<file path="src/rtl/irq_controller_pkg.sv">
// Shared definitions for the interrupt controller: register offsets (Addr[4:2]),
// source indices and the priority helper used to build the CAUSE register.
package irq_controller_pkg;

  localparam int unsigned NUM_IRQ = 6;

  localparam logic [2:0] IRQ_REG_ENABLE  = 3'd0;
  localparam logic [2:0] IRQ_REG_MASK    = 3'd1;
  localparam logic [2:0] IRQ_REG_PENDING = 3'd2;
  localparam logic [2:0] IRQ_REG_MODE    = 3'd3;
  localparam logic [2:0] IRQ_REG_CAUSE   = 3'd4;

  localparam int unsigned IRQ_SRC_TIMER0 = 0;
  localparam int unsigned IRQ_SRC_TIMER1 = 1;
  localparam int unsigned IRQ_SRC_EXT    = 2;

  // Index of the lowest-numbered set bit; 0 when no bit is set.
  function automatic logic [2:0] irq_lowest_idx(input logic [NUM_IRQ-1:0] vec);
    logic [2:0] idx;
    idx = '0;
    for (int i = NUM_IRQ - 1; i >= 0; i--) begin
      if (vec[i]) idx = 3'(i);
    end
    return idx;
  endfunction

endpackage

</file>
<file path="src/rtl/irq_sync.sv">
// Per-source input synchronizer with edge detector.
// Ports:
//   clk_i   system clock
//   rst_i   asynchronous active-high reset
//   irq_i   raw asynchronous interrupt line
//   s_o     synchronized level (last stage of the chain)
//   rise_o  s_o high while the one-cycle-delayed copy is low
module irq_sync #(
  parameter int unsigned SYNC_STAGES = 2
) (
  input  logic clk_i,
  input  logic rst_i,
  input  logic irq_i,
  output logic s_o,
  output logic rise_o
);

  logic [SYNC_STAGES-1:0] sync_q;
  logic                   prev_q;

  always_ff @(posedge clk_i or posedge rst_i) begin
    if (rst_i) begin
      sync_q <= '0;
      prev_q <= 1'b0;
    end else begin
      sync_q <= {sync_q[SYNC_STAGES-2:0], irq_i};
      // Runs in every mode so a mode switch never manufactures an edge.
      prev_q <= sync_q[SYNC_STAGES-1];
    end
  end

  assign s_o    = sync_q[SYNC_STAGES-1];
  assign rise_o = s_o & ~prev_q;

endmodule

</file>
<file path="src/rtl/irq_controller.sv">
// Memory-mapped interrupt controller feeding CPU HWInt[7:2].
// Ports:
//   clk, reset  system clock, asynchronous active-high reset
//   Addr        word address; only Addr[4:2] decoded
//   WData, WE   write data and single-cycle write strobe
//   RData       combinational read data for Addr
//   IRQ_In      raw source lines (0 Timer0, 1 Timer1, 2 external, 5:3 spare)
//   HWInt       registered request vector, bit i -> CPU HWInt[i+2]
module irq_controller
  import irq_controller_pkg::*;
#(
  parameter int unsigned         SYNC_STAGES = 2,
  parameter logic [NUM_IRQ-1:0] RESET_MASK  = 6'b000000,
  parameter logic [NUM_IRQ-1:0] RESET_MODE  = 6'b000111
) (
  input  logic               clk,
  input  logic               reset,
  input  logic [31:2]        Addr,
  input  logic [31:0]        WData,
  input  logic               WE,
  output logic [31:0]        RData,
  input  logic [NUM_IRQ-1:0] IRQ_In,
  output logic [NUM_IRQ-1:0] HWInt
);

  logic [NUM_IRQ-1:0] s, rise;
  logic [2:0]         sel;
  logic               gie_q, gie_d;
  logic [NUM_IRQ-1:0] mask_q, mask_d;
  logic [NUM_IRQ-1:0] mode_q, mode_d;
  logic [NUM_IRQ-1:0] pend_q, pend_d;
  logic [NUM_IRQ-1:0] hwint_q, hwint_d;
  logic [NUM_IRQ-1:0] w1c;
  logic [NUM_IRQ-1:0] active;
  logic               unused_bits;

  for (genvar i = 0; i < NUM_IRQ; i++) begin : g_sync
    irq_sync #(
      .SYNC_STAGES(SYNC_STAGES)
    ) u_sync (
      .clk_i (clk),
      .rst_i (reset),
      .irq_i (IRQ_In[i]),
      .s_o   (s[i]),
      .rise_o(rise[i])
    );
  end

  assign sel         = Addr[4:2];
  assign active      = pend_q & mask_q;
  assign unused_bits = ^{Addr[31:5], WData[31:6]};

  always_comb begin
    gie_d  = gie_q;
    mask_d = mask_q;
    mode_d = mode_q;
    w1c    = '0;
    if (WE) begin
      case (sel)
        IRQ_REG_ENABLE:  gie_d  = WData[0];
        IRQ_REG_MASK:    mask_d = WData[NUM_IRQ-1:0];
        IRQ_REG_PENDING: w1c    = WData[NUM_IRQ-1:0];
        IRQ_REG_MODE:    mode_d = WData[NUM_IRQ-1:0];
        default:         ;
      endcase
    end
    // Edge sources: a set event beats a same-cycle clear. Level sources follow s.
    for (int i = 0; i < NUM_IRQ; i++) begin
      pend_d[i] = mode_q[i] ? (rise[i] | (pend_q[i] & ~w1c[i])) : s[i];
    end
    hwint_d = gie_q ? active : '0;
  end

  always_ff @(posedge clk or posedge reset) begin
    if (reset) begin
      gie_q   <= 1'b0;
      mask_q  <= RESET_MASK;
      mode_q  <= RESET_MODE;
      pend_q  <= '0;
      hwint_q <= '0;
    end else begin
      gie_q   <= gie_d;
      mask_q  <= mask_d;
      mode_q  <= mode_d;
      pend_q  <= pend_d;
      hwint_q <= hwint_d;
    end
  end

  assign HWInt = hwint_q;

  always_comb begin
    RData = '0;
    case (sel)
      IRQ_REG_ENABLE:  RData = {31'b0, gie_q};
      IRQ_REG_MASK:    RData = {26'b0, mask_q};
      IRQ_REG_PENDING: RData = {26'b0, pend_q};
      IRQ_REG_MODE:    RData = {26'b0, mode_q};
      IRQ_REG_CAUSE:   RData = (|active) ? {1'b1, 28'b0, irq_lowest_idx(active)} : '0;
      default:         RData = '0;
    endcase
  end

endmodule

</file>
<file path="config.mk">
export PLATFORM = sky130hd
export DESIGN_NAME = irq_controller
export DESIGN_NICKNAME = d
export VERILOG_FILES = /design/src/rtl/irq_controller_pkg.sv /design/src/rtl/irq_sync.sv /design/src/rtl/irq_controller.sv
export SDC_FILE = /design/constraint.sdc
export NUM_CORES = 1
export LEC_CHECK = 0
export BUFFER_PORTS_ARGS = -buffer_cell sky130_fd_sc_hd__buf_2
export CAP_MARGIN = 20
export CORE_AREA = 2 2 70 72
export DETAILED_ROUTE_END_ITERATION = 7
export DIE_AREA = 0 0 72 74
export PLACE_DENSITY = 0.78
export SYNTH_ARGS = -nofsm -noshare
export SYNTH_HDL_FRONTEND = slang
export SYNTH_SLANG_ARGS = --single-unit
</file>
<file path="constraint.sdc">
create_clock -name clk -period 1.54 [get_ports clk]
set_input_delay 0.385 -clock clk [delete_from_list [all_inputs] [get_ports clk]]
set_output_delay 0.385 -clock clk [all_outputs]
set_load 0.02 [all_outputs]
</file>
==> impl_summary.txt <==
----------------------------------------------------
[Detailed routing]
  Violation count after the first detailed-route iteration ... 108
  Met3 Wirelength ... 193 um
  Number of detailed-route iterations in the first pass ... 4
  Detailed-route vias per instance ... 4.83
  WL met2 ... 1820 um
  Avg WL per Cell ... 13.8 um
  Highest metal layer used by the detailed router ... met4
  Routed met1 length ... 1550 um
  Vias after detailed routing ... 1,274
  Count of antenna-violating nets left after detailed routing ... 0
  Residual DRC ... 0
  Total routed wirelength ... 3630 um

[Critical path]
  Data required time of the worst path ... 1.15 ns
  Kind of end point of the critical path ... primary output
  Arr. time, crit path ... 1.58 ns
  Max Fanout on Critical Path ... 4
  Kind of start point of the critical path ... flip-flop
  Setup CP Type ... flip-flop to primary output

[Placement]
  Final GP Congestion ... 0.776
  Number of buffer cells added on primary ports ... 30
  Detailed placer's ending HPWL ... 2610 um
  Placement Setup Slack ... -0.354 ns

[Die]
  Count of standard-cell rows ... 25
  Effective utilization at floorplan ... 42.6%
  Die Ht ... 74 um
  Count of pins on the block boundary ... 109
  Die span in x ... 72 um
  Core Area ... 4600 sq um
  Floorplan die area ... 5330 sq um

[Logic synthesis]
  Combined area of all synthesized cells ... 1960 sq um
  Number of synthesized flops with an enable pin ... 0
  Total of warnings raised by yosys ... 0
  Unique cell type count in the Yosys netlist ... 32
  Yosys reg bits ... 43
  Avg Cell Area, Syn ... 13.1 sq um
  Most common flop cell mapped by yosys ... dfrtp_1
  Sequential-to-total area share from yosys stat ... 55.1%
  Post-synthesis cell count ... 149
  Share of flip-flops with an asynchronous set or reset after synthesis ... 100%

[Flow run]
  Count of maximum capacitance violations ... 0

[STA]
  Pins Over Slew Limit ... 0
  Slack of the critical path ... -0.425 ns
  Crit path time final ... 1.97 ns
  Setup violation total in the final timing report ... 7
  Period utilization ... 128%
  Peak clock frequency supported by timing ... 0.509 GHz
  Worst Clk Skew ... 0.00719 ns
  Unrepaired setup endpoints after global routing ... yes
  Number of failing hold endpoints at the final stage ... 0

[Global route]
  Global-route wire length before repair ... 5720 um
  Number of antenna violations at the first check in global routing ... 0
  Number of global-route vias before repair ... 1,187
  Global-route total usage across every layer ... 14.4%
  Largest net degree at the start of global routing ... 44
  Overflow left after global routing ... 0

[Clock network]
  Clock tree from TritonCTS ... yes
  Clock slew at reported path FFs ... 0.08 ns
  Clock root buffer master ... clkbuf_8
  Number of buffers added by the clock tree synthesis step ... 5
  TritonCTS Sinks ... 43
  Clock insertion delay at the later pin of the skew report ... 0.30 ns
  CTS Buffer Depth ... 2
  Deepest level of the CTS H-tree ... 2

[Cells and area]
  Number of filler cells placed in the layout ... 380
  Antenna cell count ... 0
  Post-layout nets ... 280
  Share of final-layout standard cells stronger than drive strength 1 ... 47.6%
  Area grow syn2layout ... 28.6%
  Final Util ... 54.8%

[Run status]
  Outcome ... finished, violations left
  Violations in the final reports ... setup timing

[Power]
  Leakage power total ... 0.00122 uW
  Largest vdd supply drop ... 539 uV
  Power density over cell area ... 1300 nW/um^2

[Worst hold path]
  Type of the worst min-delay path ... primary input to async pin

----------------------------------------------------
[final timing paths]
kind                       slack, ns  cells past startpoint                        from                         end
max                            -0.43                      5                   mask_q[4]                    RData[0]
min                             0.13                      3                       reset                   pend_q[3]
max reg2reg                     0.49                      3                   mask_q[4]                   mask_q[4]
min reg2reg                     0.35                      0  g_sync[0].u_sync.sync_q[0]  g_sync[0].u_sync.sync_q[1]
max in group asynchronous       1.14                      3                       reset                   mode_q[1]
min in group clk                0.18                      1                   IRQ_In[5]  g_sync[5].u_sync.sync_q[0]
[registers in the layout (all words and copies together) (netlist names)]
signal and count:
mask_q 6, gie_q 1, pend_q 6, HWInt 6
g_sync.u_sync.prev_q 6, mode_q 6, g_sync.u_sync.sync_q 12
[where the power goes]
| group | leakage [uW] | internal, uW | switching, uW |
|---|---|---|---|
| Clock | 0.0000644 | 646 | 379 |
| Combinational | 0.000650 | 450 | 393 |
| Sequential | 0.000510 | 1300 | 120 |
| Total | 0.00122 | 2390 | 892 |
[cells in the final DEF, fill, tap and decap left out, types with 5 or more instances in the layout]
cell type | netlist | final
dfrtp_1 | 40 | 38
buf_4 | 25 | 30
conb_1 | 1 | 25
buf_2 | 1 | 23
nand2_1 | 15 | 15
mux2_4 | 6 | 9
mux2_1 | 9 | 7
and3_1 | 6 | 6
a32o_1 | 6 | 6
clkbuf_8 | 0 | 5
[cell usage after synthesis, types with 2 or more instances]
master | n | area [sq um]
a21oi_1 | 2 | 10.0
a221oi_1 | 2 | 17.5
a22o_1 | 4 | 35.0
a22oi_1 | 3 | 22.5
a32o_1 | 6 | 60.1
and3_1 | 6 | 37.5
buf_4 | 25 | 188
buf_6 | 3 | 33.8
dfrtp_1 | 40 | 1000
dfstp_2 | 3 | 78.8
inv_1 | 3 | 11.3
mux2_1 | 9 | 101
mux2_2 | 3 | 33.8
mux2_4 | 6 | 90.1
nand2_1 | 15 | 56.3
nor2_1 | 3 | 11.3
[per-stage QoR]
step	total power (uW)	std cells	area [sq um]	setup TNS, ns	hold WS [ns]
after global placement	2180	252	2300	-3.33	0.332
after detailed placement	2210	252	2300	-3.50	0.336
after CTS	3270	261	2460	-2.63	0.134
final	3280	264	2520	-2.52	0.129
after floorplan	1950	173	2110	-0.0544	0.331
after global routing	3450	264	2520	-3.03	0.136
[cells by family after synthesis]
family / count (synthesis) / synth area share [%]
AND/OR/NAND/NOR: 33 / 10.4
multiplexers: 19 / 12.7
AO/OA/AOI/OAI: 21 / 9.46
buffers and inverters: 32 / 12.1
other: 1 / 0.192
flip-flops: 43 / 55.1
[layer usage]
metal / GRT usage [%] / up-vias
met5: 0 / -
li1: - / 603
met2: 23.9 / 33
met1: 17.7 / 633
met3: 4.20 / 5
met4: 6.29 / 0
[final cells by class]
cell class / count / area [sq um] / area share [%]
multi-input combinational: 98 / 807 / 32.0
clock inverter: 3 / 67.6 / 2.68
sequential: 43 / 1080 / 43.0
inverter: 3 / 11.3 / 0.447
tap: 54 / 67.6 / 2.68
timing repair buffer: 58 / 414 / 16.4
clock buffer: 5 / 68.8 / 2.73
[critical path, cell delays in order (launching register included)]
cell and delay (ns):
dfrtp_1 0.42, a22o_1 0.24, o31ai_2 0.23, buf_4 0.16, o32ai_4 0.09, buf_6 0.14
[timing repair]
item / CTS / global route
endpoints found under the hold margin: 0 / 0
gates resized for setup: 6 / 12
hold buffers: 0 / 0
pin swaps: 5 / 5
setup buffers: 1 / 3
endpoints found under the setup margin: 7 / 13
Power figures use the tool's default switching activity.
